[src/rtl/cpu4_mem_pkg.sv]
// Shared constants and state encoding for the cpu4 memory-side controllers.
package cpu4_mem_pkg;

  localparam int unsigned CPU4_ADDR_W           = 8;
  localparam int unsigned CPU4_DATA_W           = 8;
  localparam int unsigned CPU4_READ_LATENCY_MAX = 3;

  typedef logic [2:0] state_t;

  localparam state_t ST_IDLE    = 3'd0;
  localparam state_t ST_WR      = 3'd1;
  localparam state_t ST_RD_ADDR = 3'd2;
  localparam state_t ST_RD_WAIT = 3'd3;
  localparam state_t ST_RESP    = 3'd4;

endpackage

[src/rtl/cpu4_ram_master.sv]
// Single-outstanding load/store controller in front of the cpu4_ram synchronous RAM.
// Optional write-verify readback: define CPU4_RAM_MASTER_WVERIFY_EN.
module cpu4_ram_master
  import cpu4_mem_pkg::*;
#(
  parameter int unsigned ADDR_W       = CPU4_ADDR_W,
  parameter int unsigned DATA_W       = CPU4_DATA_W,
  parameter int unsigned READ_LATENCY = 1
) (
  input  logic              clk,
  input  logic              resetn,
  input  logic              req_valid,
  output logic              req_ready,
  input  logic              req_we,
  input  logic [ADDR_W-1:0] req_addr,
  input  logic [DATA_W-1:0] req_wdata,
  output logic              rsp_valid,
  output logic [DATA_W-1:0] rsp_rdata,
  output logic              rsp_err,
  output logic [ADDR_W-1:0] ram_address,
  output logic [DATA_W-1:0] ram_data,
  output logic              ram_wen,
  input  logic [DATA_W-1:0] ram_q
);

  localparam logic [1:0] WAIT_LOAD = 2'(READ_LATENCY - 1);

  state_t            state_q, state_d;
  logic [1:0]        cnt_q, cnt_d;
  logic              req_ready_q, req_ready_d;
  logic              rsp_valid_q, rsp_valid_d;
  logic [DATA_W-1:0] rsp_rdata_q, rsp_rdata_d;
  logic [ADDR_W-1:0] ram_address_q, ram_address_d;
  logic [DATA_W-1:0] ram_data_q, ram_data_d;
  logic              ram_wen_q, ram_wen_d;
`ifdef CPU4_RAM_MASTER_WVERIFY_EN
  logic              we_q, we_d;
  logic              rsp_err_q, rsp_err_d;
`endif

  // RAM pins are loaded from the next-state decision so they are valid
  // in the same cycle the FSM enters WR / RD_ADDR.
  always_comb begin
    state_d       = state_q;
    cnt_d         = cnt_q;
    req_ready_d   = 1'b0;
    rsp_valid_d   = 1'b0;
    rsp_rdata_d   = rsp_rdata_q;
    ram_address_d = ram_address_q;
    ram_data_d    = ram_data_q;
    ram_wen_d     = 1'b0;
`ifdef CPU4_RAM_MASTER_WVERIFY_EN
    we_d          = we_q;
    rsp_err_d     = rsp_err_q;
`endif
    case (state_q)
      ST_IDLE: begin
        if (req_valid && req_ready_q) begin
          ram_address_d = req_addr;
`ifdef CPU4_RAM_MASTER_WVERIFY_EN
          we_d          = req_we;
`endif
          if (req_we) begin
            ram_data_d = req_wdata;
            ram_wen_d  = 1'b1;
            state_d    = ST_WR;
          end else begin
            state_d    = ST_RD_ADDR;
          end
        end else begin
          req_ready_d = 1'b1;
        end
      end
      ST_WR: begin
`ifdef CPU4_RAM_MASTER_WVERIFY_EN
        state_d     = ST_RD_ADDR;
`else
        state_d     = ST_RESP;
        rsp_valid_d = 1'b1;
`endif
      end
      ST_RD_ADDR: begin
        cnt_d   = WAIT_LOAD;
        state_d = ST_RD_WAIT;
      end
      ST_RD_WAIT: begin
        if (cnt_q == 2'd0) begin
          rsp_rdata_d = ram_q;
`ifdef CPU4_RAM_MASTER_WVERIFY_EN
          // ram_data_q still holds the stored byte during the readback.
          rsp_err_d   = we_q && (ram_q != ram_data_q);
`endif
          rsp_valid_d = 1'b1;
          state_d     = ST_RESP;
        end else begin
          cnt_d = cnt_q - 2'd1;
        end
      end
      ST_RESP: begin
        req_ready_d = 1'b1;
        state_d     = ST_IDLE;
      end
      default: begin
        req_ready_d = 1'b1;
        state_d     = ST_IDLE;
      end
    endcase
  end

  always_ff @(posedge clk) begin
    if (!resetn) begin
      state_q       <= ST_IDLE;
      cnt_q         <= '0;
      req_ready_q   <= 1'b0;
      rsp_valid_q   <= 1'b0;
      rsp_rdata_q   <= '0;
      ram_address_q <= '0;
      ram_data_q    <= '0;
      ram_wen_q     <= 1'b0;
`ifdef CPU4_RAM_MASTER_WVERIFY_EN
      we_q          <= 1'b0;
      rsp_err_q     <= 1'b0;
`endif
    end else begin
      state_q       <= state_d;
      cnt_q         <= cnt_d;
      req_ready_q   <= req_ready_d;
      rsp_valid_q   <= rsp_valid_d;
      rsp_rdata_q   <= rsp_rdata_d;
      ram_address_q <= ram_address_d;
      ram_data_q    <= ram_data_d;
      ram_wen_q     <= ram_wen_d;
`ifdef CPU4_RAM_MASTER_WVERIFY_EN
      we_q          <= we_d;
      rsp_err_q     <= rsp_err_d;
`endif
    end
  end

  assign req_ready   = req_ready_q;
  assign rsp_valid   = rsp_valid_q;
  assign rsp_rdata   = rsp_rdata_q;
  assign ram_address = ram_address_q;
  assign ram_data    = ram_data_q;
  assign ram_wen     = ram_wen_q;
`ifdef CPU4_RAM_MASTER_WVERIFY_EN
  assign rsp_err     = rsp_err_q;
`else
  assign rsp_err     = 1'b0;
`endif

endmodule

[config.mk]
export PLATFORM = sky130hd
export DESIGN_NAME = cpu4_ram_master
export DESIGN_NICKNAME = d
export VERILOG_FILES = /design/src/rtl/cpu4_mem_pkg.sv /design/src/rtl/cpu4_ram_master.sv
export SDC_FILE = /design/constraint.sdc
export NUM_CORES = 1
export LEC_CHECK = 0
export CAP_MARGIN = 20
export CORE_MARGIN = 5
export CORE_UTILIZATION = 40
export DETAILED_ROUTE_END_ITERATION = 10
export HOLD_SLACK_MARGIN = 0.03
export PLACE_DENSITY = 0.79
export SLEW_MARGIN = 40
export SYNTH_ARGS = -nofsm -noshare
export SYNTH_HDL_FRONTEND = slang
export SYNTH_SLANG_ARGS = --single-unit
[constraint.sdc]
create_clock -name clk -period 1.4 [get_ports clk]
set_input_delay 0.28 -clock clk [delete_from_list [all_inputs] [get_ports clk]]
set_output_delay 0.28 -clock clk [all_outputs]
set_load 0.03 [all_outputs]
==> qor.csv <==
stage,metric,value,unit
run_status,run status,completed,
detailed_routing,DRC errors left,0,
layout,share of layout cells above drive strength 1,0.09569,
setup_path,CP Data Required Time,1120,ps
detailed_routing,per-cell routed wire length,12.37,µm
worst_hold_path,Hold EP,rsp_rdata[0],
cts,worst skew pair latency,330,ps
setup_path,worst-case reg-to-reg path depth,5,
layout,post-layout instance area,1998,µm²
sta,minimum clock period after layout,1342,ps
floorplanning,die height,67.18,µm
power,peak supply drop,0.0005861,V
setup_path,startpoint types,flip-flop,
layout,"non-filler cells, final",253,
sta,skew final,4.409,ps
placement,Setup WS pre-CTS,-241.9,ps
sta,setup violators final,0,
worst_hold_path,hold crit path type,flip-flop to flip-flop,
sta,post-route setup slack,58.12,ps
cts,clk root buf,clkbuf_4,
setup_path,Critical R2R Capture,rsp_rdata[7],
power,switching pwr,0.4702,mW
setup_path,CP bufs+invs,1,
layout,area of the multi-input gates,604.3,µm²
power,Seq pwr share,0.528,
floorplanning,IO Count,56,
global_routing,initial antenna violation count,0,
synth,Synth Area per Inst,8.834,µm²
placement,DP Area,1953,µm²
global_routing,Total GRT Usage,0.1530,
synth,fraction of synthesized cell area in xor and xnor cells,0,
floorplanning,die width,67.18,µm
sta,Max Clk Rate,745.2,MHz
detailed_routing,DR pass1 iterations,4,
setup_path,WP data arrival,1060,ps
global_routing,total grt overflow,0,
sta,Final Cycle Share,0.9585,
power,Sw Ratio,0.2557,
setup_path,Worst R2R Setup Slack,60,ps
detailed_routing,WL final,3130,µm
cts,# clock sinks,32,
synth,post-synthesis sequential area ratio,0.4900,
setup_path,crit-path cells,dlygate4sd2_1,
placement,Post-DP HPWL,2450,µm
global_routing,first-pass GRT wire length,5168,µm
cts,clock buffer depth,2,
setup_path,crit-path max FO,2,
synth,largest family of logic cells by synthesized area,simple AND/OR/NAND/NOR gates,
synth,Adder-Cell Fraction of Synth Area,0.009569,
power,Leakage,0.7990,nW
layout,"commonest non-fill, non-tap cell in the layout",nand2_1,
placement,Port Buffers,54,
sta,max-slew violations,0,
synth,Synth warnings,0,
detailed_routing,vias post-DR,1191,
detailed_routing,"antenna viol nets, final",0,
sta,Final Hold Viols,0,
setup_path,"delay-heaviest family, CP",buffers and inverters,
worst_hold_path,Hold Crit Depth,2,
synth,multiplexer area fraction after synthesis,0.1225,
layout,NumNets Final,237,
floorplanning,CORE AREA,3103,µm²
global_routing,vias in the first global route,1252,
layout,ant diodes,0,
synth,Netlist cell types,24,
cts,Clock transition at path regs,90,ps
flow_run,maxcap violations,0,
synth,Compound-Gate Fraction of Synth Area,0.07847,
layout,FILL cells,300,
synth,synthesized area,1308,µm²
setup_path,reg-to-reg critical path startpoint,cnt_q[0],
power,Gate power share,0.184,
sta,WHS,457.3,ps
placement,GP Congestion,0.6799,
power,Clk pwr share,0.288,
detailed_routing,Vias/cell,4.708,
cts,H-tree depth,2,
synth,syn_nets,177,
placement,placed cell count,244,
cts,Post-CTS Hold Fix Bufs,0,
synth,post-synthesis simple-gate area fraction,0.2488,
floorplanning,std cell rows,20,
setup_path,crit path kind,flip-flop to output pin,
layout,FF+latch area,644.4,µm²
synth,Yosys reg bits,32,
floorplanning,initial core utilization,0.4214,
sta,RSZ-0062 raised after global routing,yes,
worst_hold_path,Hold Crit Start,rsp_rdata[0],
layout,area delta synth->final,52.82,%
layout,"commonest non-fill, non-tap cells in the layout","53 x nand2_1, 31 x dfxtp_1, 27 x clkdlybuf4s50_1, 19 x clkdlybuf4s15_1, 16 x mux2i_1",
floorplanning,DIE AREA,4512,µm²
global_routing,largest net degree at the start of global routing,26,
power,power per cell area,920.3,nW/µm²
power,total power,1.839,mW
cts,CTS tree,yes,
synth,Gate Count Post-Synth,148,
setup_path,Crit. End Element,output pin,
setup_path,crit-path max cell delay,390,ps
detailed_routing,Iteration-0 DRC Markers,33,
power,cell-internal power,1.369,mW
setup_path,CP max stage cell,dlygate4sd2_1,
cts,TritonCTS buffer count,5,
[logic make-up (layout without fill, tap and decap cells)]
group	after synthesis	after routing
other cells	1	1
fa+ha+maj	1	1
flops	32	32
mux	16	16
compound gates	15	15
simple gates	70	70
buf+inv	13	74
[what timing repair did]
| action | 4_1_cts | 5_1_grt |
|---|---|---|
| hold endpoints to repair | 0 | 0 |
| setup buffers | 0 | 1 |
| endpoints found under the setup margin | 27 | 29 |
| pin swaps | 0 | 0 |
| resized for setup | 27 | 25 |
[power by group through the flow]
stage | Sequential (mW) | Combinational [mW] | Clock [mW]
floorplan | 1.04 | 0.120 | 0
global placement | 0.991 | 0.347 | 0
detailed placement | 0.991 | 0.358 | 0
CTS | 0.970 | 0.338 | 0.554
global route | 0.977 | 0.360 | 0.605
finish | 0.971 | 0.337 | 0.530
[final cells by class]
class | count | area share
clock buffers | 8 | 0.02943
flip-flops and latches | 32 | 0.3225
well taps | 44 | 0.02755
inverters | 3 | 0.005636
multi-input cells | 103 | 0.3024
repair buffers | 63 | 0.3125
[cell usage after synthesis]
cell,instances,area [µm²]
a21boi_1,9,67.56
a21oi_1,1,5.000
a22oi_1,1,7.510
and2_1,1,6.260
and3_1,4,25.02
and4b_1,2,20.02
buf_2,2,10.01
buf_4,1,7.510
buf_6,1,11.26
clkbuf_1,6,22.52
conb_1,1,3.750
dfxtp_1,32,640.6
ha_1,1,12.51
inv_1,3,11.26
mux2i_1,16,160.2
nand2_1,53,198.9
nand2b_1,1,6.260
nand4b_1,1,8.760
nor2_1,3,11.26
nor2b_1,3,18.77
nor4_4,1,21.27
nor4b_1,1,8.760
o21ai_0,2,10.01
o22ai_1,2,12.51
[layer usage]
layer  up-vias  share of wire  track usage
met5         -              0            0
met4         0          0.015      0.08608
met3         4          0.063      0.04992
met2        42           0.52       0.2785
met1       545           0.40       0.1513
li1        600              -            -
[worst max-delay path by stage]
stage / from / cells after the start / to / slack, ps
after floorplan: req_ready / 3 / ram_address[0] / 30
after global placement: req_valid / 5 / ram_address[3] / -200
after detailed placement: req_valid / 5 / ram_address[4] / -240
after CTS: ram_address[1] / 1 / ram_address[1] / 10
after global routing: cnt_q[0] / 5 / cnt_q[0] / -50
final: req_ready / 1 / req_ready / 60
[sequential cells by signal, indices dropped and copies added (netlist names)]
register	flops
ram_address	8
ram_data	8
rsp_rdata	8
state_q	3
cnt_q	2
ram_wen	1
req_ready	1
rsp_valid	1
[through the flow]
step,utilization,setup TNS [ps]
after floorplan,-,0
after global placement,0.6294,-2828
after detailed placement,0.6294,-3292
after CTS,0.6375,0
after global routing,0.6440,-177.5
final,0.6440,0
Note: power is estimated with default switching activity, not from simulation.
